## src/rtl/riscv_mem_pkg.sv

```systemverilog
// Shared types and defaults for the data-memory store buffer.
package riscv_mem_pkg;

  localparam int unsigned SB_DEPTH_DEFAULT = 4;
  localparam int unsigned SB_AW            = 32;

  typedef struct packed {
    logic [SB_AW-3:0] waddr;
    logic [31:0]      data;
    logic [3:0]       be;
  } sb_entry_t;

endpackage

```

## src/rtl/store_buffer_fifo.sv

```systemverilog
// Circular store queue: entry storage, head/tail pointers with wrap bit,
// full/empty, and flat visibility of every slot with its valid bit.
module store_buffer_fifo
  import riscv_mem_pkg::*;
#(
  parameter int unsigned DEPTH = SB_DEPTH_DEFAULT
) (
  input  logic                       clk,
  input  logic                       reset,
  input  logic                       push,
  input  logic                       pop,
  input  sb_entry_t                  wr_entry,
  output sb_entry_t                  head_entry,
  output sb_entry_t                  entries [DEPTH],
  output logic [DEPTH-1:0]           valid,
  output logic [$clog2(DEPTH)-1:0]   head_idx,
  output logic                       full,
  output logic                       empty
);

  localparam int unsigned IW = $clog2(DEPTH);
  localparam int unsigned PW = IW + 1;

  sb_entry_t       mem [DEPTH];
  logic [PW-1:0]   head;
  logic [PW-1:0]   tail;
  logic [PW-1:0]   count;

  always_ff @(posedge clk) begin
    if (reset) begin
      head <= '0;
      tail <= '0;
    end else begin
      if (push) tail <= tail + 1'b1;
      if (pop)  head <= head + 1'b1;
    end
  end

  // Slot contents need no reset; valid bits gate every use.
  always_ff @(posedge clk) begin
    if (!reset && push) mem[tail[IW-1:0]] <= wr_entry;
  end

  assign count      = tail - head;
  assign full       = (head[IW] != tail[IW]) && (head[IW-1:0] == tail[IW-1:0]);
  assign empty      = (head == tail);
  assign head_idx   = head[IW-1:0];
  assign head_entry = mem[head[IW-1:0]];

  always_comb begin
    logic [IW-1:0] offs;
    valid = '0;
    offs  = '0;
    for (int unsigned i = 0; i < DEPTH; i++) begin
      entries[i[IW-1:0]] = mem[i[IW-1:0]];
      offs               = i[IW-1:0] - head[IW-1:0];
      valid[i[IW-1:0]]   = ({1'b0, offs} < count);
    end
  end

endmodule

```

## src/rtl/store_buffer.sv

```systemverilog
// Posted-write buffer between core data port and single-port data RAM.
// STORE_BUF_FWD_EN: byte-wise load forwarding; otherwise loads to pending words stall.
module store_buffer
  import riscv_mem_pkg::*;
#(
  parameter int unsigned DEPTH = SB_DEPTH_DEFAULT,
  parameter int unsigned AW    = SB_AW
) (
  input  logic          clk,
  input  logic          reset,
  input  logic          core_re,
  input  logic          core_we,
  input  logic [AW-1:0] core_addr,
  input  logic [31:0]   core_wd,
  input  logic [3:0]    core_be,
  output logic [31:0]   core_rd,
  output logic          core_stall,
  output logic          sb_empty,
  output logic          ram_we,
  output logic [3:0]    ram_be,
  output logic [AW-1:0] ram_addr,
  output logic [31:0]   ram_wd,
  input  logic [31:0]   ram_rd
);

  localparam int unsigned IW = $clog2(DEPTH);

  sb_entry_t        wr_entry;
  sb_entry_t        head_entry;
  sb_entry_t        entries [DEPTH];
  logic [DEPTH-1:0] valid;
  logic [IW-1:0]    head_idx;
  logic             full;
  logic             empty;
  logic             load_acc;
  logic             store_acc;
  logic             drain;
  logic [AW-3:0]    load_waddr;
  logic             unused_ok;

  assign load_waddr = core_addr[AW-1:2];
  assign wr_entry   = '{waddr: load_waddr, data: core_wd, be: core_be};

  store_buffer_fifo #(.DEPTH(DEPTH)) fifo (
    .clk        (clk),
    .reset      (reset),
    .push       (store_acc),
    .pop        (drain),
    .wr_entry   (wr_entry),
    .head_entry (head_entry),
    .entries    (entries),
    .valid      (valid),
    .head_idx   (head_idx),
    .full       (full),
    .empty      (empty)
  );

`ifdef STORE_BUF_FWD_EN
  assign core_stall = core_we && full;
  assign unused_ok  = ^core_addr[1:0];

  // Walk oldest to youngest so the youngest matching byte lands last.
  always_comb begin
    logic [IW-1:0] idx;
    core_rd = ram_rd;
    idx     = '0;
    for (int unsigned k = 0; k < DEPTH; k++) begin
      idx = head_idx + k[IW-1:0];
      if (valid[idx] && (entries[idx].waddr == load_waddr)) begin
        for (int unsigned lane = 0; lane < 4; lane++) begin
          if (entries[idx].be[lane[1:0]]) core_rd[8*lane +: 8] = entries[idx].data[8*lane +: 8];
        end
      end
    end
  end
`else
  logic hazard;

  always_comb begin
    hazard = 1'b0;
    for (int unsigned i = 0; i < DEPTH; i++) begin
      if (valid[i[IW-1:0]] && (entries[i[IW-1:0]].waddr == load_waddr)) hazard = 1'b1;
    end
  end

  assign core_stall = (core_we && full) || (core_re && hazard);
  assign core_rd    = ram_rd;
  assign unused_ok  = ^{core_addr[1:0], head_idx};
`endif

  assign load_acc  = core_re && !core_stall;
  assign store_acc = core_we && !core_stall;
  // Pending stores are discarded by reset, so none may reach RAM in that cycle.
  assign drain     = !reset && !load_acc && !empty;

  assign sb_empty = empty;
  assign ram_we   = drain;
  assign ram_be   = drain ? head_entry.be : '0;
  assign ram_addr = {(drain ? head_entry.waddr : load_waddr), 2'b00};
  assign ram_wd   = head_entry.data;

endmodule

```

## config.mk

```make
export PLATFORM = sky130hd
export DESIGN_NAME = store_buffer
export DESIGN_NICKNAME = d
export VERILOG_FILES = /design/src/rtl/riscv_mem_pkg.sv /design/src/rtl/store_buffer_fifo.sv /design/src/rtl/store_buffer.sv
export SDC_FILE = /design/constraint.sdc
export NUM_CORES = 1
export LEC_CHECK = 0
export CORE_ASPECT_RATIO = 0.7
export CORE_MARGIN = 2
export CORE_UTILIZATION = 35
export CTS_CLUSTER_SIZE = 12
export DETAILED_ROUTE_END_ITERATION = 16
export HOLD_SLACK_MARGIN = 0.05
export SLEW_MARGIN = 20
export SYNTH_ARGS = -nofsm -noshare
export SYNTH_HDL_FRONTEND = slang
export SYNTH_SLANG_ARGS = --single-unit
```

## constraint.sdc

```tcl
create_clock -name clk -period 4.65 [get_ports clk]
set_clock_uncertainty 0.05 [all_clocks]
set_input_delay 1.1625 -clock clk [delete_from_list [all_inputs] [get_ports clk]]
set_output_delay 1.1625 -clock clk [all_outputs]
set_load 0.005 [all_outputs]
```

==> results.cfg, run 1 <==
[routing]
drt_iter0_markers = 390
drt_wl_total_um = 29200
dr.pass1.iters = 4
post_drt_via_cell_ratio = 4.84
route.detailed.drc = 0
via_count = 6713
detail-route-antenna-nets = 0
wire_per_inst_um = 21.1

[timing]
fmax_mhz = 205
post-route-min-period_ns = 4.87
rsz0062_at_grt = yes
finalSetupViolCount = 34
finalMaxSlewViolations = 0
setup_ws_ns = -0.222
maxSlewHeadroom = 0.571
worst_pin_slew_ns = 0.643
finalCritPeriodShare = 1.05
hold_viol = 0

[setup_path]
crit_path_start_kind = input pin
rr_endpoint = fifo.mem[3][6]$_DFFE_PP_
arrival_ns = 3.66
reg2regPathDepth = 15
r2r-start = fifo.tail[0]$_SDFFE_PP0P_
setup.worst_path.class = input pin to output pin
endpoint_kind = output pin
crit_path_max_fanout = 7
cp.required_ns = 3.44
rrSetupSlack_ns = 1.16

[global_routing]
antenna_found_initial = 2
grt_pass1_vias = 7040
gr-usage-all-layers = 0.158
grt_max_degree = 34
grt_pass1_wl_um = 43700
grt.overflow.total = 0

[synth]
ys.flop_type = edfxtp_1
synth.largest_area_cell = edfxtp_1
syn_area_per_cell_sq_um = 18.0
yosysUniqueCellTypes = 36
syn_area_sq_um = 12400
synth.area.top_cells = edfxtp_1 (64%), mux4_2 (12%), xnor2_1 (8.5%), mux2_4 (2.4%), buf_4 (2.1%)
yosys_warnings = 0
ys_seq_area_frac = 0.652
ys_ff_latch = 272
syn_inst = 691
synth_top_area_frac = 0.639
synth_edf_count = 264
async_flop_share = 0

[layout]
utilization = 0.471
syn_to_final_growth_pct = 32.2
layout_common_cells = edfxtp_1 (264), buf_4 (81), xnor2_1 (79)
fill_cells = 3073
final_cell_area_sq_um = 16400
fin_cells = 1386
drive_gt1_frac = 0.413
mostFrequentLayoutCell = edfxtp_1
finalNetCount = 1016

[floorplanning]
dieHeight_um = 162
ios = 207
core.rowCount = 57
start_util = 0.357
design.core.area_sq_um = 34800
die_x_um = 229
dieArea_sq_um = 37000

[power_and_ir_drop]
leakage_nw = 5.56
power.total_mw = 6.26
p_per_area_nw_per_um2 = 381
vdd_drop_max_mv = 0.232

[clocking]
clk_pin_slew_worst_paths_ns = 0.06
htree_num_levels = 1
tritoncts = yes
postCtsHoldBufs = 0
cts_buffers = 29
clk_latency_ns = 0.55
clock-sinks = 272
clockBufferDepth = 3
cts-root-buf = clkbuf_16

[placed_design]
place_hpwl_um = 19600
numPlacedInstances = 1320
dp_slack_ns = -0.982
place_area_sq_um = 14800
gp_congestion = 0.782
portBuffers = 138

[hold_path]
hold_start = fifo.tail[2]$_SDFFE_PP0P_
hold_path_depth = 2
worstHoldPathType = register to register
min_to = fifo.tail[2]$_SDFFE_PP0P_

[flow_run]
maxCapViolCount = 0

[run_status]
status = complete, but fails checks
violations = negative setup slack
## worst max-delay path by stage
stage | startpoint | to | slack (ns) | cells past startpoint
floorplan | fifo.tail[0]$_SDFFE_PP0P_ | fifo.mem[0][0]$_DFFE_PP_ | 0.28 | 13
global placement | core_addr[8] | ram_addr[28] | -0.99 | 12
detailed placement | core_addr[8] | ram_addr[28] | -0.98 | 12
CTS | fifo.tail[0]$_SDFFE_PP0P_ | ram_addr[16] | -0.31 | 17
global route | fifo.tail[0]$_SDFFE_PP0P_ | ram_addr[21] | -0.30 | 16
finish | core_addr[20] | ram_addr[28] | -0.22 | 13
## cell type report
type                    count  area, sq um  area share
diodes                      1         2.50    0.000153
clock buffers              34          744      0.0454
repair buffers            258         2540       0.155
well taps                 472          591      0.0360
flip-flops and latches    272         8100       0.494
multi-input cells         328         4330       0.264
inverters                   9         33.8     0.00206
clock inverters            12         63.8     0.00389
## synth_stat cells (3+ instances only)
| library cell | n |
|---|---|
| nand2b_1 | 4 |
| xnor2_1 | 120 |
| mux2_2 | 11 |
| nand3_1 | 5 |
| edfxtp_1 | 264 |
| nor4_1 | 8 |
| nor2b_1 | 4 |
| and3b_1 | 4 |
| dfxtp_1 | 8 |
| buf_4 | 34 |
| o21ai_0 | 5 |
| mux2_4 | 20 |
| nand2_1 | 6 |
| buf_6 | 6 |
| mux4_2 | 66 |
| mux2i_1 | 3 |
| buf_2 | 32 |
| nand4_1 | 29 |
| nor2_1 | 7 |
| ha_1 | 13 |
| inv_1 | 9 |
| mux2_1 | 3 |
| and2_1 | 6 |
| clkbuf_1 | 11 |
## logic make-up after synthesis
family	after synthesis	synth area share
XOR/XNOR	122	0.0861
buffers and inverters	92	0.0450
other	1	0.000302
AO/OA/AOI/OAI	11	0.00676
flip-flops	272	0.652
multiplexers	103	0.159
AND/OR/NAND/NOR	76	0.0362
adder cells (fa/ha/maj)	14	0.0147
## sequential cells by signal, indices dropped and copies added (netlist names), named ones only
name / flops
fifo.mem: 264
fifo.head: 3
fifo.tail: 3
## critical path, cell delays in order
cell,delay (ns)
dlygate4sd2_1,0.26
xnor2_1,0.15
buf_4,0.15
nand4_1,0.17
nor4_2,0.30
buf_4,0.17
nand3_2,0.05
and4_4,0.20
a211oi_4,0.28
buf_12,0.19
buf_12,0.13
mux2_4,0.30
buf_6,0.12
## through the flow
step / TNS (ns) / hold WS [ns]
CTS: -7.87 / 0.540
global placement: -33.29 / 0.509
global route: -8.92 / 0.569
floorplan: 0 / 0.455
finish: -6.19 / 0.528
detailed placement: -33.28 / 0.525
## power breakdown
group          switching [mW]  internal [mW]
clock                   0.908           1.13
combinational           0.547          0.811
sequential             0.0888           2.77
## per-layer routing
metal / vias to the layer above / track usage / wire [um]
met1: 3414 / 0.229 / 13500
met5: - / 0 / 11
met3: 41 / 0.0415 / 2070
li1: 3057 / - / -
met4: 2 / 0.0351 / 506
met2: 199 / 0.238 / 13100
## repair_timing
| action | in CTS | in global routing |
|---|---|---|
| gates cloned | 2 | 0 |
| endpoints found under the setup margin | 36 | 36 |
| pin swaps | 39 | 13 |
| gates resized for setup | 328 | 22 |
| setup buffers | 23 | 0 |
No activity file was read; power rests on OpenSTA's default activity.
==> run 2: changes to the inputs <==
--- a/config.mk
+++ b/config.mk
@@ -6,10 +6,11 @@
 export NUM_CORES = 1
 export LEC_CHECK = 0
 export CORE_ASPECT_RATIO = 0.7
-export CORE_MARGIN = 2
+export CORE_MARGIN = 10
 export CORE_UTILIZATION = 35
 export CTS_CLUSTER_SIZE = 12
 export DETAILED_ROUTE_END_ITERATION = 16
+export GPL_ROUTABILITY_DRIVEN = 1
 export HOLD_SLACK_MARGIN = 0.05
 export SLEW_MARGIN = 20
 export SYNTH_ARGS = -nofsm -noshare
==> results.cfg, run 2 (synthesized netlist as in run 1, its figures left out) <==
[timing]
post-route-min-period_ns = 4.88
hold_viol = 0
maxSlewHeadroom = 0.616
fmax_mhz = 205
setup_ws_ns = -0.234
finalSetupViolCount = 34
finalCritPeriodShare = 1.05
rsz0062_at_grt = yes
finalMaxSlewViolations = 0
whs_ns = 0.543
worst_pin_slew_ns = 0.576

[clocking]
clockBufferDepth = 3
htree_num_levels = 1
clk_pin_slew_worst_paths_ns = 0.06
clk_latency_ns = 0.56
clock-sinks = 272
cts-root-buf = clkbuf_16
tritoncts = yes
cts_buffers = 29

[layout]
fill_cells = 3051
layout_common_cells = edfxtp_1 (264), buf_4 (90), xnor2_1 (85)
mostFrequentLayoutCell = edfxtp_1
drive_gt1_frac = 0.407
finalNetCount = 1018
utilization = 0.469
largest_reg_flops = 264
syn_to_final_growth_pct = 31.6

[floorplanning]
start_util = 0.357
die_x_um = 245
dieArea_sq_um = 43500
core.rowCount = 57
dieHeight_um = 178
ios = 207
design.core.area_sq_um = 34800

[routing]
dr.pass1.iters = 4
route.detailed.drc = 0
post_drt_via_cell_ratio = 4.86
drt_wl_total_um = 30600
drt_iter0_markers = 561
detail-route-antenna-nets = 0
via_count = 6752
wire_per_inst_um = 22.0

[flow_run]
maxCapViolCount = 0

[global_routing]
antenna_found_initial = 7
grt.overflow.total = 0
grt_pass1_wl_um = 45900
grt_max_degree = 40
grt_pass1_vias = 7136
gr-usage-all-layers = 0.138

[power_and_ir_drop]
p_per_area_nw_per_um2 = 386
vdd_drop_max_mv = 0.269
power.total_mw = 6.30
leakage_nw = 5.53

[hold_path]
worstHoldPathType = register to register
hold_start = fifo.tail[2]$_SDFFE_PP0P_

[placed_design]
dp_slack_ns = -1.07
gp_congestion = 0.803
portBuffers = 138
place_hpwl_um = 20800

[setup_path]
r2r-start = fifo.tail[0]$_SDFFE_PP0P_
cp.required_ns = 3.44
arrival_ns = 3.67
crit_path_max_fanout = 6
endpoint_kind = output pin
crit_path_start_kind = input pin
setup.worst_path.class = input pin to output pin
critical_path.startpoint = core_addr[4]

[run_status]
violations = negative setup slack
status = complete, but fails checks
-- run 2: cell types whose count changed in the layout (fill, tap and decap cells not counted), sizes merged --
| cell | change |
|---|---|
| buf | +3 |
| bufinv | +1 |
| clkbuf | +3 |
| clkdlybuf4s15 | +4 |
| clkinv | -2 |
| diode | +1 |
| dlygate4sd2 | -7 |
-- run 2: final timing paths --
kind / depth (start not counted) / slack, ns / endpoint
worst max-delay path: 13 / -0.23 / ram_addr[24]
worst max register to register: 14 / 1.28 / fifo.mem[0][9]$_DFFE_PP_
worst min register to register: 2 / 0.54 / fifo.tail[2]$_SDFFE_PP0P_
worst min-delay path: 2 / 0.54 / fifo.tail[2]$_SDFFE_PP0P_
-- run 2: metal layers --
| layer | wire [um] | global-route usage | vias to the layer above |
|---|---|---|---|
| li1 | - | - | 3058 |
| met1 | 14100 | 0.195 | 3456 |
| met2 | 13700 | 0.209 | 186 |
| met3 | 2170 | 0.0397 | 48 |
| met4 | 515 | 0.0261 | 4 |
| met5 | 27 | 0 | - |
-- run 2: cell type report --
cell class | count | area [sq um] | share of cell area
Tap cell | 472 | 591 | 0.0362
Timing Repair Buffer | 260 | 2550 | 0.156
Sequential cell | 272 | 8100 | 0.496
Antenna cell | 2 | 5.00 | 0.000307
Inverter | 9 | 33.8 | 0.00207
Clock buffer | 35 | 748 | 0.0458
Clock inverter | 11 | 86.3 | 0.00529
Multi-Input combinational cell | 328 | 4210 | 0.258
-- run 2: worst max-delay path, stage by stage --
cell           delay, ns
dlygate4sd2_1       0.28
buf_6               0.15
xnor2_1             0.17
nand4_1             0.18
nor4_2              0.30
nand3_1             0.11
and4_4              0.22
a211oi_4            0.25
buf_6               0.18
buf_12              0.13
buf_6               0.10
mux2_4              0.32
buf_6               0.12
-- run 2: report_power, final --
part / total (mW) / switching, mW / leakage (nW) / internal (mW)
Combinational: 1.34 / 0.544 / 2.65 / 0.798
Sequential: 2.85 / 0.0784 / 2.47 / 2.77
Clock: 2.10 / 0.917 / 0.408 / 1.19
-- run 2: what timing repair did --
item / in CTS / in global routing
setup buffers: 23 / 3
hold buffers: 0 / 0
gates cloned: 2 / 0
endpoints found under the setup margin: 36 / 36
gates resized for setup: 313 / 34
pin swaps: 34 / 18
-- run 2: through the flow --
stage / cell area, sq um / setup TNS (ns) / std cells
after floorplan: 12400 / 0 / 692
after global placement: 14800 / -35.96 / 1321
after detailed placement: 14800 / -35.19 / 1321
after CTS: 16300 / -6.92 / 1388
after global routing: 16300 / -8.20 / 1387
final: 16300 / -4.75 / 1389
==> run 3: changes to the inputs <==
--- a/config.mk
+++ b/config.mk
@@ -5,13 +5,15 @@
 export SDC_FILE = /design/constraint.sdc
 export NUM_CORES = 1
 export LEC_CHECK = 0
+export CAP_MARGIN = 20
 export CORE_ASPECT_RATIO = 0.7
 export CORE_MARGIN = 10
-export CORE_UTILIZATION = 35
+export CORE_UTILIZATION = 48
 export CTS_CLUSTER_SIZE = 12
 export DETAILED_ROUTE_END_ITERATION = 16
 export GPL_ROUTABILITY_DRIVEN = 1
 export HOLD_SLACK_MARGIN = 0.05
+export PLACE_DENSITY = 0.76
 export SLEW_MARGIN = 20
 export SYNTH_ARGS = -nofsm -noshare
 export SYNTH_HDL_FRONTEND = slang
==> results.cfg, run 3 (synthesized netlist as in run 1, its figures left out) <==
[setup_path]
crit_path_start_kind = input pin
arrival_ns = 3.76
rr_endpoint = fifo.mem[2][2]$_DFFE_PP_
setup.worst_path.class = input pin to output pin
rrSetupSlack_ns = 1.18
cp.required_ns = 3.44
r2r-start = fifo.tail[0]$_SDFFE_PP0P_
reg2regPathDepth = 15
endpoint_kind = output pin
crit_path_max_fanout = 8

[clocking]
clock-sinks = 272
tritoncts = yes
cts_buffers = 28
clk_pin_slew_worst_paths_ns = 0.06
clockBufferDepth = 3
cts-root-buf = clkbuf_16
htree_num_levels = 1
postCtsHoldBufs = 0
clk_latency_ns = 0.55

[routing]
route.detailed.drc = 0
drt_wl_total_um = 29600
drt_iter0_markers = 479
detail-route-antenna-nets = 0
dr.pass1.iters = 5
wire_per_inst_um = 23.9
post_drt_via_cell_ratio = 5.48
via_count = 6783

[layout]
fin_cells = 1237
fill_cells = 1739
layout_common_cells = edfxtp_1 (264), buf_4 (74), clkdlybuf4s50_1 (73)
syn_to_final_growth_pct = 31.6
final_cell_area_sq_um = 16300
finalNetCount = 1010
mostFrequentLayoutCell = edfxtp_1
largest_reg_flops = 264
drive_gt1_frac = 0.441

[power_and_ir_drop]
seqPwrFrac = 0.452
p_sw_mw = 1.51
p_clk_frac = 0.330
p_sw_frac = 0.239
power.total_mw = 6.32
leakage_nw = 5.61
p_int_mw = 4.81
vdd_drop_max_mv = 0.406
power_frac_comb = 0.218
p_per_area_nw_per_um2 = 387

[timing]
finalCritPeriodShare = 1.07
setup_tns_ns = -8.97
maxSlewHeadroom = 0.514
setup_ws_ns = -0.326
rsz0062_at_grt = yes
worst_pin_slew_ns = 0.729
finalMaxSlewViolations = 0
post-route-min-period_ns = 4.98
fmax_mhz = 201
hold_viol = 0
finalSetupViolCount = 35

[placed_design]
numPlacedInstances = 1155
place_hpwl_um = 18800
place_area_sq_um = 14400
dp_slack_ns = -1.07
portBuffers = 138
gp_congestion = 0.866

[flow_run]
maxCapViolCount = 0

[floorplanning]
ios = 207
start_util = 0.485
die_x_um = 212
dieHeight_um = 155
dieArea_sq_um = 32800
core.rowCount = 49
design.core.area_sq_um = 25600

[run_status]
violations = negative setup slack
status = complete, but fails checks

[global_routing]
grt.overflow.total = 0
grt_pass1_wl_um = 44600
antenna_found_initial = 2
grt_pass1_vias = 7240
grt_max_degree = 67
gr-usage-all-layers = 0.178

[hold_path]
min_to = fifo.tail[2]$_SDFFE_PP0P_
hold_path_depth = 2
worstHoldPathType = register to register
hold_start = fifo.tail[2]$_SDFFE_PP0P_
run 3: cell types whose count changed in the layout (fill, tap and decap cells not counted), sizes merged:
cell,change
dlymetal6s2s,-1
buf,-2
clkdlybuf4s15,-1
clkdlybuf4s50,+1
inv,-2
diode,-1
clkinv,-3
clkbuf,+8
dlygate4sd2,-10
run 3: stage by stage:
stage / utilization / hold slack, ns
final: 0.639 / 0.525
after global routing: 0.639 / 0.557
after CTS: 0.630 / 0.529
after detailed placement: 0.561 / 0.515
after global placement: 0.561 / 0.509
after floorplan: - / 0.455
run 3: layout make-up:
class,instances,area (sq um),share of cell area
multi-input cells,328,4460,0.273
diodes,1,2.50,0.000153
inverters,9,33.8,0.00207
clock inverters,6,67.6,0.00414
repair buffers,253,2480,0.152
flip-flops and latches,272,8100,0.496
well taps,331,414,0.0254
clock buffers,37,774,0.0474
run 3: worst max-delay path, stage by stage:
cell,delay (ns)
dlygate4sd2_1,0.24
buf_6,0.15
xnor2_1,0.16
nand4_1,0.24
nor4_2,0.34
nand3_1,0.12
and4_4,0.20
a211oi_4,0.25
buf_12,0.18
buf_12,0.12
buf_12,0.14
mux2_4,0.32
buf_6,0.12
run 3: worst max-delay path by stage:
| stage | startpoint | endpoint | slack (ns) |
|---|---|---|---|
| floorplan | fifo.tail[0]$_SDFFE_PP0P_ | fifo.mem[0][0]$_DFFE_PP_ | 0.28 |
| global placement | core_addr[28] | ram_addr[3] | -0.94 |
| detailed placement | core_addr[18] | ram_addr[2] | -1.07 |
| CTS | fifo.tail[0]$_SDFFE_PP0P_ | ram_addr[27] | -0.28 |
| global route | core_addr[23] | ram_addr[27] | -0.42 |
| finish | core_addr[13] | ram_addr[2] | -0.33 |
run 3: timing repair:
| action | CTS | global route |
|---|---|---|
| gates cloned | 2 | 0 |
| gates resized for setup | 343 | 68 |
| pin swaps | 43 | 42 |
| setup buffers | 32 | 5 |
| setup endpoints to repair | 36 | 36 |
run 3: layer usage:
metal / track usage / up-vias / wire length, um / share of wire
met5: 0 / - / 0 / 0
met4: 0.0587 / 0 / 875 / 0.030
met3: 0.0537 / 74 / 2880 / 0.097
met2: 0.274 / 247 / 13700 / 0.46
met1: 0.238 / 3423 / 12100 / 0.41
li1: - / 3039 / - / -
run 3: power groups by stage:
stage                     Sequential, mW  Combinational [mW]  Clock (mW)
after global routing                2.86                1.48        2.23
after global placement              2.90                1.18           0
after CTS                           2.85                1.35        2.12
after detailed placement            2.90                1.18           0
after floorplan                     2.85               0.695           0
final                               2.85                1.38        2.08
